**src/rtl/mem_ctrl.sv**
```systemverilog
// mem_ctrl: arbitrates instruction fetch and load/store onto a byte-serial memory bus.
// Optional MEM_CTRL_IO_STALL_EN holds IO-window stores while the UART TX buffer is full.
module mem_ctrl #(
  parameter int ADDR_W = 32
) (
  input  logic              clk,
  input  logic              rst,
  input  logic              rdy,
  input  logic              clear,
  input  logic              inst_valid,
  input  logic [ADDR_W-1:0] inst_addr,
  output logic              inst_ready,
  output logic [31:0]       inst_res,
  input  logic              data_valid,
  input  logic              data_wr,
  input  logic [2:0]        data_type,
  input  logic [ADDR_W-1:0] data_addr,
  input  logic [31:0]       data_value,
  output logic              data_ready,
  output logic [31:0]       data_res,
  input  logic [7:0]        mem_din,
  output logic [7:0]        mem_dout,
  output logic [ADDR_W-1:0] mem_a,
  output logic              mem_wr,
  input  logic              io_buffer_full
);

  // IDLE: wait for request | IFETCH: word fetch | DREAD: load | DWRITE: store
  typedef enum logic [1:0] {IDLE, IFETCH, DREAD, DWRITE} state_t;

  state_t            state, state_d;
  logic [2:0]        cnt, cnt_d;
  logic [2:0]        len, len_d;
  logic              uns, uns_d;
  logic [ADDR_W-1:0] addr_q, addr_d;
  logic [31:0]       val_q, val_d;
  logic [31:0]       buf_q, buf_d;
  logic [31:0]       inst_res_d, data_res_d;
  logic              inst_ready_d, data_ready_d;
  logic              wr_q, wr_d;
  logic [ADDR_W-1:0] mem_a_d;
  logic [7:0]        mem_dout_d;
  logic [31:0]       shin, asm_w, ext_w, val_sh;
  logic              stall_new, stall_cur;

`ifdef MEM_CTRL_IO_STALL_EN
  assign stall_new = io_buffer_full && (data_addr[17:16] == 2'b11);
  assign stall_cur = io_buffer_full && (addr_q[17:16] == 2'b11);
`else
  assign stall_new = 1'b0;
  assign stall_cur = io_buffer_full & 1'b0;
`endif

  function automatic logic [2:0] size_len(input logic [1:0] sz);
    case (sz)
      2'd0:    return 3'd1;
      2'd1:    return 3'd2;
      default: return 3'd4;
    endcase
  endfunction

  // Read bytes shift in from the top; the final byte comes straight from mem_din.
  always_comb begin
    shin = {mem_din, buf_q[31:8]};
    case (len)
      3'd1:    asm_w = shin >> 24;
      3'd2:    asm_w = shin >> 16;
      default: asm_w = shin;
    endcase
    ext_w = asm_w;
    if (len == 3'd1)
      ext_w = uns ? {24'b0, asm_w[7:0]} : {{24{asm_w[7]}}, asm_w[7:0]};
    else if (len == 3'd2)
      ext_w = uns ? {16'b0, asm_w[15:0]} : {{16{asm_w[15]}}, asm_w[15:0]};
    val_sh = val_q >> {cnt[1:0], 3'b000};
  end

  always_comb begin
    state_d      = state;
    cnt_d        = cnt;
    len_d        = len;
    uns_d        = uns;
    addr_d       = addr_q;
    val_d        = val_q;
    buf_d        = buf_q;
    inst_res_d   = inst_res;
    data_res_d   = data_res;
    inst_ready_d = 1'b0;
    data_ready_d = 1'b0;
    wr_d         = wr_q;
    mem_a_d      = mem_a;
    mem_dout_d   = mem_dout;
    case (state)
      IDLE: begin
        // A ready pulse cycle is a bubble: the requester still holds its inputs.
        if (!inst_ready && !data_ready) begin
          if (data_valid) begin
            addr_d  = data_addr;
            val_d   = data_value;
            uns_d   = data_type[2];
            len_d   = size_len(data_type[1:0]);
            mem_a_d = data_addr;
            if (data_wr) begin
              state_d    = DWRITE;
              mem_dout_d = data_value[7:0];
              wr_d       = !stall_new;
              cnt_d      = stall_new ? 3'd0 : 3'd1;
            end else begin
              state_d = DREAD;
              wr_d    = 1'b0;
              cnt_d   = 3'd1;
            end
          end else if (inst_valid && !clear) begin
            state_d = IFETCH;
            addr_d  = inst_addr;
            len_d   = 3'd4;
            uns_d   = 1'b0;
            mem_a_d = inst_addr;
            wr_d    = 1'b0;
            cnt_d   = 3'd1;
          end
        end
      end
      IFETCH, DREAD: begin
        if (state == IFETCH && clear) begin
          state_d = IDLE;
          mem_a_d = '0;
          cnt_d   = 3'd0;
        end else begin
          if (cnt >= 3'd2) buf_d = shin;
          if (cnt == len + 3'd1) begin
            state_d = IDLE;
            mem_a_d = '0;
            cnt_d   = 3'd0;
            if (state == IFETCH) begin
              inst_res_d   = asm_w;
              inst_ready_d = 1'b1;
            end else begin
              data_res_d   = ext_w;
              data_ready_d = 1'b1;
            end
          end else begin
            if (cnt < len) mem_a_d = addr_q + ADDR_W'(cnt);
            cnt_d = cnt + 3'd1;
          end
        end
      end
      DWRITE: begin
        if (cnt == len) begin
          state_d      = IDLE;
          wr_d         = 1'b0;
          mem_a_d      = '0;
          mem_dout_d   = 8'h00;
          cnt_d        = 3'd0;
          data_ready_d = 1'b1;
        end else begin
          mem_a_d    = addr_q + ADDR_W'(cnt);
          mem_dout_d = val_sh[7:0];
          wr_d       = !stall_cur;
          if (!stall_cur) cnt_d = cnt + 3'd1;
        end
      end
      default: state_d = IDLE;
    endcase
  end

  always_ff @(posedge clk or negedge rst) begin
    if (!rst) begin
      state      <= IDLE;
      cnt        <= 3'd0;
      len        <= 3'd0;
      uns        <= 1'b0;
      addr_q     <= '0;
      val_q      <= '0;
      buf_q      <= '0;
      inst_res   <= '0;
      data_res   <= '0;
      inst_ready <= 1'b0;
      data_ready <= 1'b0;
      wr_q       <= 1'b0;
      mem_a      <= '0;
      mem_dout   <= 8'h00;
    end else if (rdy) begin
      state      <= state_d;
      cnt        <= cnt_d;
      len        <= len_d;
      uns        <= uns_d;
      addr_q     <= addr_d;
      val_q      <= val_d;
      buf_q      <= buf_d;
      inst_res   <= inst_res_d;
      data_res   <= data_res_d;
      inst_ready <= inst_ready_d;
      data_ready <= data_ready_d;
      wr_q       <= wr_d;
      mem_a      <= mem_a_d;
      mem_dout   <= mem_dout_d;
    end
  end

  // A frozen bus must not keep writing the held byte.
  assign mem_wr = wr_q & rdy;

endmodule

```
**config.mk**
```make
export PLATFORM = sky130hd
export DESIGN_NAME = mem_ctrl
export DESIGN_NICKNAME = d
export VERILOG_FILES = /design/src/rtl/mem_ctrl.sv
export SDC_FILE = /design/constraint.sdc
export NUM_CORES = 1
export LEC_CHECK = 0
export CORE_ASPECT_RATIO = 1.25
export CORE_UTILIZATION = 35
export CTS_CLUSTER_DIAMETER = 120
export DETAILED_ROUTE_END_ITERATION = 12
export PLACE_DENSITY = 0.65
export SLEW_MARGIN = 15
export SYNTH_ARGS = -nofsm -noshare
export SYNTH_HDL_FRONTEND = slang
export SYNTH_SLANG_ARGS = --single-unit
```
**constraint.sdc**
```tcl
create_clock -name clk -period 2.4 [get_ports clk]
set_input_delay 0.48 -clock clk [delete_from_list [all_inputs] [get_ports clk]]
set_output_delay 0.48 -clock clk [all_outputs]
set_load 0.01 [all_outputs]
```
Word-level counts from Yosys, hierarchy flattened
Cells that the tools add are included.
{ "op_classes": {"n_lt_le_gt_ge": 2, "n_mux": 52, "bitwise_logic": 3, "shift": 1, "eq_ne": 15, "n_reduce_logical": 21, "n_addsub": 3} }
{ "ops": {"columns": ["cell", "count"], "rows": [
  ["$mux W32", 11],
  ["$pmux W32 S3", 1],
  ["$pmux W32 S2", 1],
  ["$add A32 B3 Y32", 1],
  ["$mux W8", 4],
  ["$shr A32 B5 Y8", 1],
  ["$mux W3", 8],
  ["$reduce_and A4 Y1", 5],
  ["$reduce_and A5 Y1", 4],
  ["$pmux W8 S2", 1],
  ["$mux W1", 15],
  ["$mux W2", 6],
  ["$pmux W3 S3", 1],
  ["$ne A2 B2 Y1 const B", 4],
  ["$add A3 B1 Y3 const B", 2],
  ["$eq A3 B3 Y1", 2],
  ["$ne A3 B3 Y1 const B", 2],
  ["$pmux W2 S3", 1],
  ["$pmux W3 S2", 1],
  ["$eq A2 B1 Y1 const B", 2],
  ["$eq A2 B2 Y1 const B", 2],
  ["$logic_not A2 Y1", 2],
  ["$ne A4 B4 Y1 const B", 1],
  ["$pmux W1 S2", 2],
  ["11 further kinds", 17]
]} }
{ "totals": {"wordCells": 111, "register_bits": 212, "in_bits": 115} }

Logic depth before layout (Yosys ltp)
{ "logic_depth": {"depth_word": 6, "mapped_depth": 10} }

Worst setup path before layout
No wires, ideal clock.
{ "synth_timing": {"kind": "reg-to-reg", "start": "reg cnt[0]", "end": "reg mem_a[17]", "path_buffers": 2, "arrival_ns": 2.311, "period_less_slack_ns": 2.393, "path_slack_ns": 0.007, "stages_incl_launch_ff": 10, "t_required_ns": 2.318, "setup_time_ns": 0.082, "path_cell_list": "dfrtp_1 > clkbuf_1 > inv_1 > ha_1 > nand3_1 > nand2_1 > a21oi_2 > buf_2 > o21ai_0 > a31oi_1"} }
{ "synth_via": {"elab_chain_len": 5, "word_cells_on_any_way": 11, "classes_between": "1 x add/sub; 1 x order compare; 3 x eq/ne; 5 x mux; 1 x reduce/logical"} }
{ "synth_lines": {"columns": ["element", "line_no", "source"], "rows": [
  ["start, declared", "32", "logic [2:0] cnt, cnt_d;"],
  ["start signal, assigned", "185", "cnt <= cnt_d;"],
  ["$add A32 B3 Y32", "143, 157", null],
  ["$mux W32", "143", "if (cnt < len) mem_a_d = addr_q + ADDR_W'(cnt);"],
  ["$mux W32", "131", "if (cnt == len + 3'd1) begin"],
  ["$mux W32", "125", "if (state == IFETCH && clear) begin"],
  ["$pmux W32 S3", "93", "case (state)"],
  ["end signal, assigned", "196", "mem_a <= mem_a_d;"],
  ["end, declared", "23", "output logic [ADDR_W-1:0] mem_a,"]
]} }
Several ways; a longest one is shown, not always the timed one. The select of a mux whose other input is x is not followed.
A chain may end at the register's enable or synchronous reset.

Worst setup path after layout
{ "layout_timing": {"start": "in rdy", "end": "out mem_wr"} }
{ "layout_via": {"elab_chain_len": 1} }
{ "layout_lines": {"columns": ["element", "line_no", "source"], "rows": [
  ["start, declared", "8", "input logic rdy,"],
  ["$and A1 B1 Y1", "202", "assign mem_wr = wr_q & rdy;"],
  ["end, declared", "24", "output logic mem_wr,"]
]} }
Every way passes these cells.

==> results.json <==
{
  "post-place-ws_ps": -199.7,
  "report.final.setup_viol": 0,
  "clock_sinks": 204,
  "dp_hpwl_mm": 21.19,
  "h-tree-depth": 1,
  "hold_class": "input pin to register",
  "syn_area_per_cell_sq_um": 10.39,
  "yosys.area_share.simple_pct": 12.18,
  "synth.yosys.seq_area_share_pct": 51.01,
  "yosys.area_share.adder_pct": 1.950,
  "post_cts_buffers": 0,
  "rows": 68,
  "areaGrowthSynthToFinish_pct": 38.38,
  "die_h_microns": 191.1,
  "start_util_pct": 35.97,
  "drtAntennaViolNets": 0,
  "insertion_delay_ps": 510,
  "path_class": "input pin to output port",
  "root_buffer": "clkbuf_16",
  "synth-compound-area-share_pct": 16.08,
  "worstMarginPinSlew_ps": 568.8,
  "cts_tree": "yes",
  "gp_congestion": 0.8574,
  "synth_mux_area_share_pct": 13.87,
  "synth_top_family_by_area": "compound AO/OA/AOI/OAI gates",
  "layout-drive-gt1-share_pct": 18.46,
  "syn_nets": 1093,
  "p_leak_nw": 5.838,
  "period_share_pct": 97.35,
  "diodes": 0,
  "clockBufferDepth": 3,
  "grt_pass1_wl_mm": 46.80,
  "path_max_fanout": 10,
  "synthesis.area_sq_um": 10010,
  "cp.arrival_ps": 1860,
  "hold_start": "data_valid",
  "start_kind": "input pin",
  "postRouteWirelength_mm": 29.34,
  "grtUsageTotal_pct": 20.25,
  "vias_per_cell": 5.300,
  "maxCapViolations": 0,
  "num_io_pins": 222,
  "die_w_microns": 153.2,
  "synthFlopType": "dfrtp_1",
  "path_clk_slew_ps": 60,
  "finalMaxSlewViolations": 0,
  "grt_antenna_before_repair": 0,
  "ir_drop_v": 0.0005645,
  "design.die.area_sq_um": 29280,
  "dr.first_iter.drc_count": 393,
  "run_status": "finished clean",
  "grt_pass1_vias": 8508,
  "fin_nets": 1339,
  "grt_start_max_net_pins": 66,
  "finClkSkew_ps": 21.11,
  "first_pass_iters": 5,
  "cts_inserted_buffers": 23,
  "critPathRequiredTime_ps": 1920,
  "async_flop_share_pct": 100.0,
  "fill_cells": 2522,
  "synth_warnings": 0,
  "synth_xor_area_share_pct": 1.713,
  "synth-edff-count": 0,
  "numPortBuffers": 220,
  "holdWs_ps": 370.7,
  "vias": 8342,
  "fin_ws_ps": 63.68,
  "worstReg2RegStart": "len[0]",
  "min_period_ps": 2336,
  "crit_path_end_kind": "output port",
  "ys_seq_elements": 204,
  "core_area_sq_um": 27820,
  "yosysUniqueCellTypes": 63,
  "p_per_area_nw_per_um2": 1270,
  "grt_setup_unrepaired": "true",
  "syn_inst": 963,
  "fmax_ghz": 0.4280,
  "hold_viol": 0,
  "avgRoutedWirePerCell_microns": 18.64,
  "max-slew-margin-rel_pct": 61.94,
  "drc_errors": 0,
  "gr-total-overflow": 0,
  "startpoint": "rdy"
}
per-layer routing:
metal	part of all wire (%)	vias to the layer above	global-route usage, %
met5	0	-	0
met4	4.4	0	9.790
met3	5.1	73	2.766
met2	50	284	35.67
met1	40	4006	24.36
li1	-	3979	-
layout make-up:
| type | instances | area (sq um) | share of cell area (%) |
|---|---|---|---|
| Inverter | 17 | 63.81 | 0.4608 |
| Tap cell | 350 | 437.9 | 3.162 |
| Sequential cell | 204 | 5105 | 36.86 |
| Timing Repair Buffer | 284 | 2859 | 20.65 |
| Clock buffer | 29 | 648.1 | 4.680 |
| Multi-Input combinational cell | 679 | 4621 | 33.37 |
| Clock inverter | 11 | 113.9 | 0.8222 |
stage by stage:
step | TNS (ps) | util (%) | cell area (sq um) | power [mW] | std cells
5_1_grt | -24.25 | 49.78 | 13850 | 18.75 | 1574
4_1_cts | 0 | 49.60 | 13800 | 17.57 | 1573
2_1_floorplan | 0 | - | 10010 | 10.20 | 963
3_5_place_dp | -5718 | 46.83 | 13030 | 13.96 | 1532
3_3_place_gp | -4528 | 46.83 | 13030 | 13.77 | 1532
6_report | 0 | 49.78 | 13850 | 17.58 | 1574
Yosys cell counts (3+ instances only):
library cell | n | area share (%)
dfrtp_1 | 204 | 51
nand2_1 | 134 | 5.0
o21ai_0 | 113 | 5.7
mux2_2 | 93 | 10
a21oi_1 | 66 | 3.3
clkbuf_1 | 49 | 1.8
nor2_1 | 42 | 1.6
a22oi_1 | 25 | 1.9
inv_1 | 16 | 0.60
mux2i_1 | 16 | 1.6
nor3_1 | 16 | 0.80
ha_1 | 14 | 1.8
o221ai_1 | 13 | 1.1
xor2_1 | 13 | 1.1
nand3_1 | 12 | 0.60
nor4_1 | 12 | 0.75
nand4_1 | 11 | 0.69
a2bb2oi_1 | 10 | 0.88
buf_2 | 10 | 0.50
o31a_1 | 9 | 0.79
and3_1 | 8 | 0.50
mux4_2 | 8 | 1.8
a31oi_1 | 5 | 0.31
a2111oi_0 | 4 | 0.35
a21o_1 | 4 | 0.30
nor2b_1 | 4 | 0.25
xnor2_1 | 4 | 0.35
and2_1 | 3 | 0.19
and4_1 | 3 | 0.26
buf_1 | 3 | 0.11
logic make-up (layout without fill, tap and decap cells):
group / count (synthesis) / after routing
and+or+nand+nor: 262 / 262
DFF: 204 / 204
xor gates and xnor gates: 18 / 18
adders and majority gates: 15 / 15
AOI/OAI and AO/OA: 267 / 267
buffers and inverters: 80 / 341
muxes: 117 / 117
repair_timing:
| action | CTS | global route |
|---|---|---|
| gates resized for setup | 0 | 6 |
| hold buffers | 1 | 0 |
| hold endpoints to repair | 51 | 0 |
| setup endpoints to repair | 0 | 8 |
worst paths after layout:
| kind | endpoint | slack [ps] | depth (start not counted) |
|---|---|---|---|
| min in group asynchronous | data_res[26] | 490 | 2 |
| setup reg to reg | mem_a[30] | 120 | 8 |
| hold / removal | state[1] | 370 | 3 |
| max in group asynchronous | mem_a[25] | 1110 | 3 |
| hold reg to reg | inst_res[24] | 470 | 2 |
| setup / recovery | mem_wr | 60 | 4 |
worst max-delay path: stages:
cell	delay [ps]
clkdlybuf4s50_1	470
buf_4	180
and2_1	140
clkdlybuf4s50_1	590
report_power, final:
part / total [mW] / switching (mW) / internal [mW]
logic: 7.98 / 3.93 / 4.05
registers: 6.05 / 1.15 / 4.90
clock network: 3.55 / 1.42 / 2.12
flip-flops by register name, indices dropped and copies added, names as in the netlist:
name	count
addr_q	32
data_res	32
inst_res	32
mem_a	32
val_q	32
buf_q	24
mem_dout	8
cnt	3
len	3
state	2
data_ready	1
inst_ready	1
uns	1
wr_q	1
placed cells by master, fill, tap and decap left out, types with 11 or more instances in the layout:
cell type / count
clkdlybuf4s50_1: 218
dfrtp_1: 204
nand2_1: 132
o21ai_0: 112
mux2_2: 93
a21oi_1: 63
buf_4: 49
nor2_1: 40
a22oi_1: 25
clkbuf_16: 24
inv_1: 16
mux2i_1: 16
nor3_1: 16
ha_1: 14
xor2_1: 13
o221ai_1: 13
nor4_1: 12
buf_12: 12
nand4_1: 11
nand3_1: 11
Power figures use the tool's default switching activity.
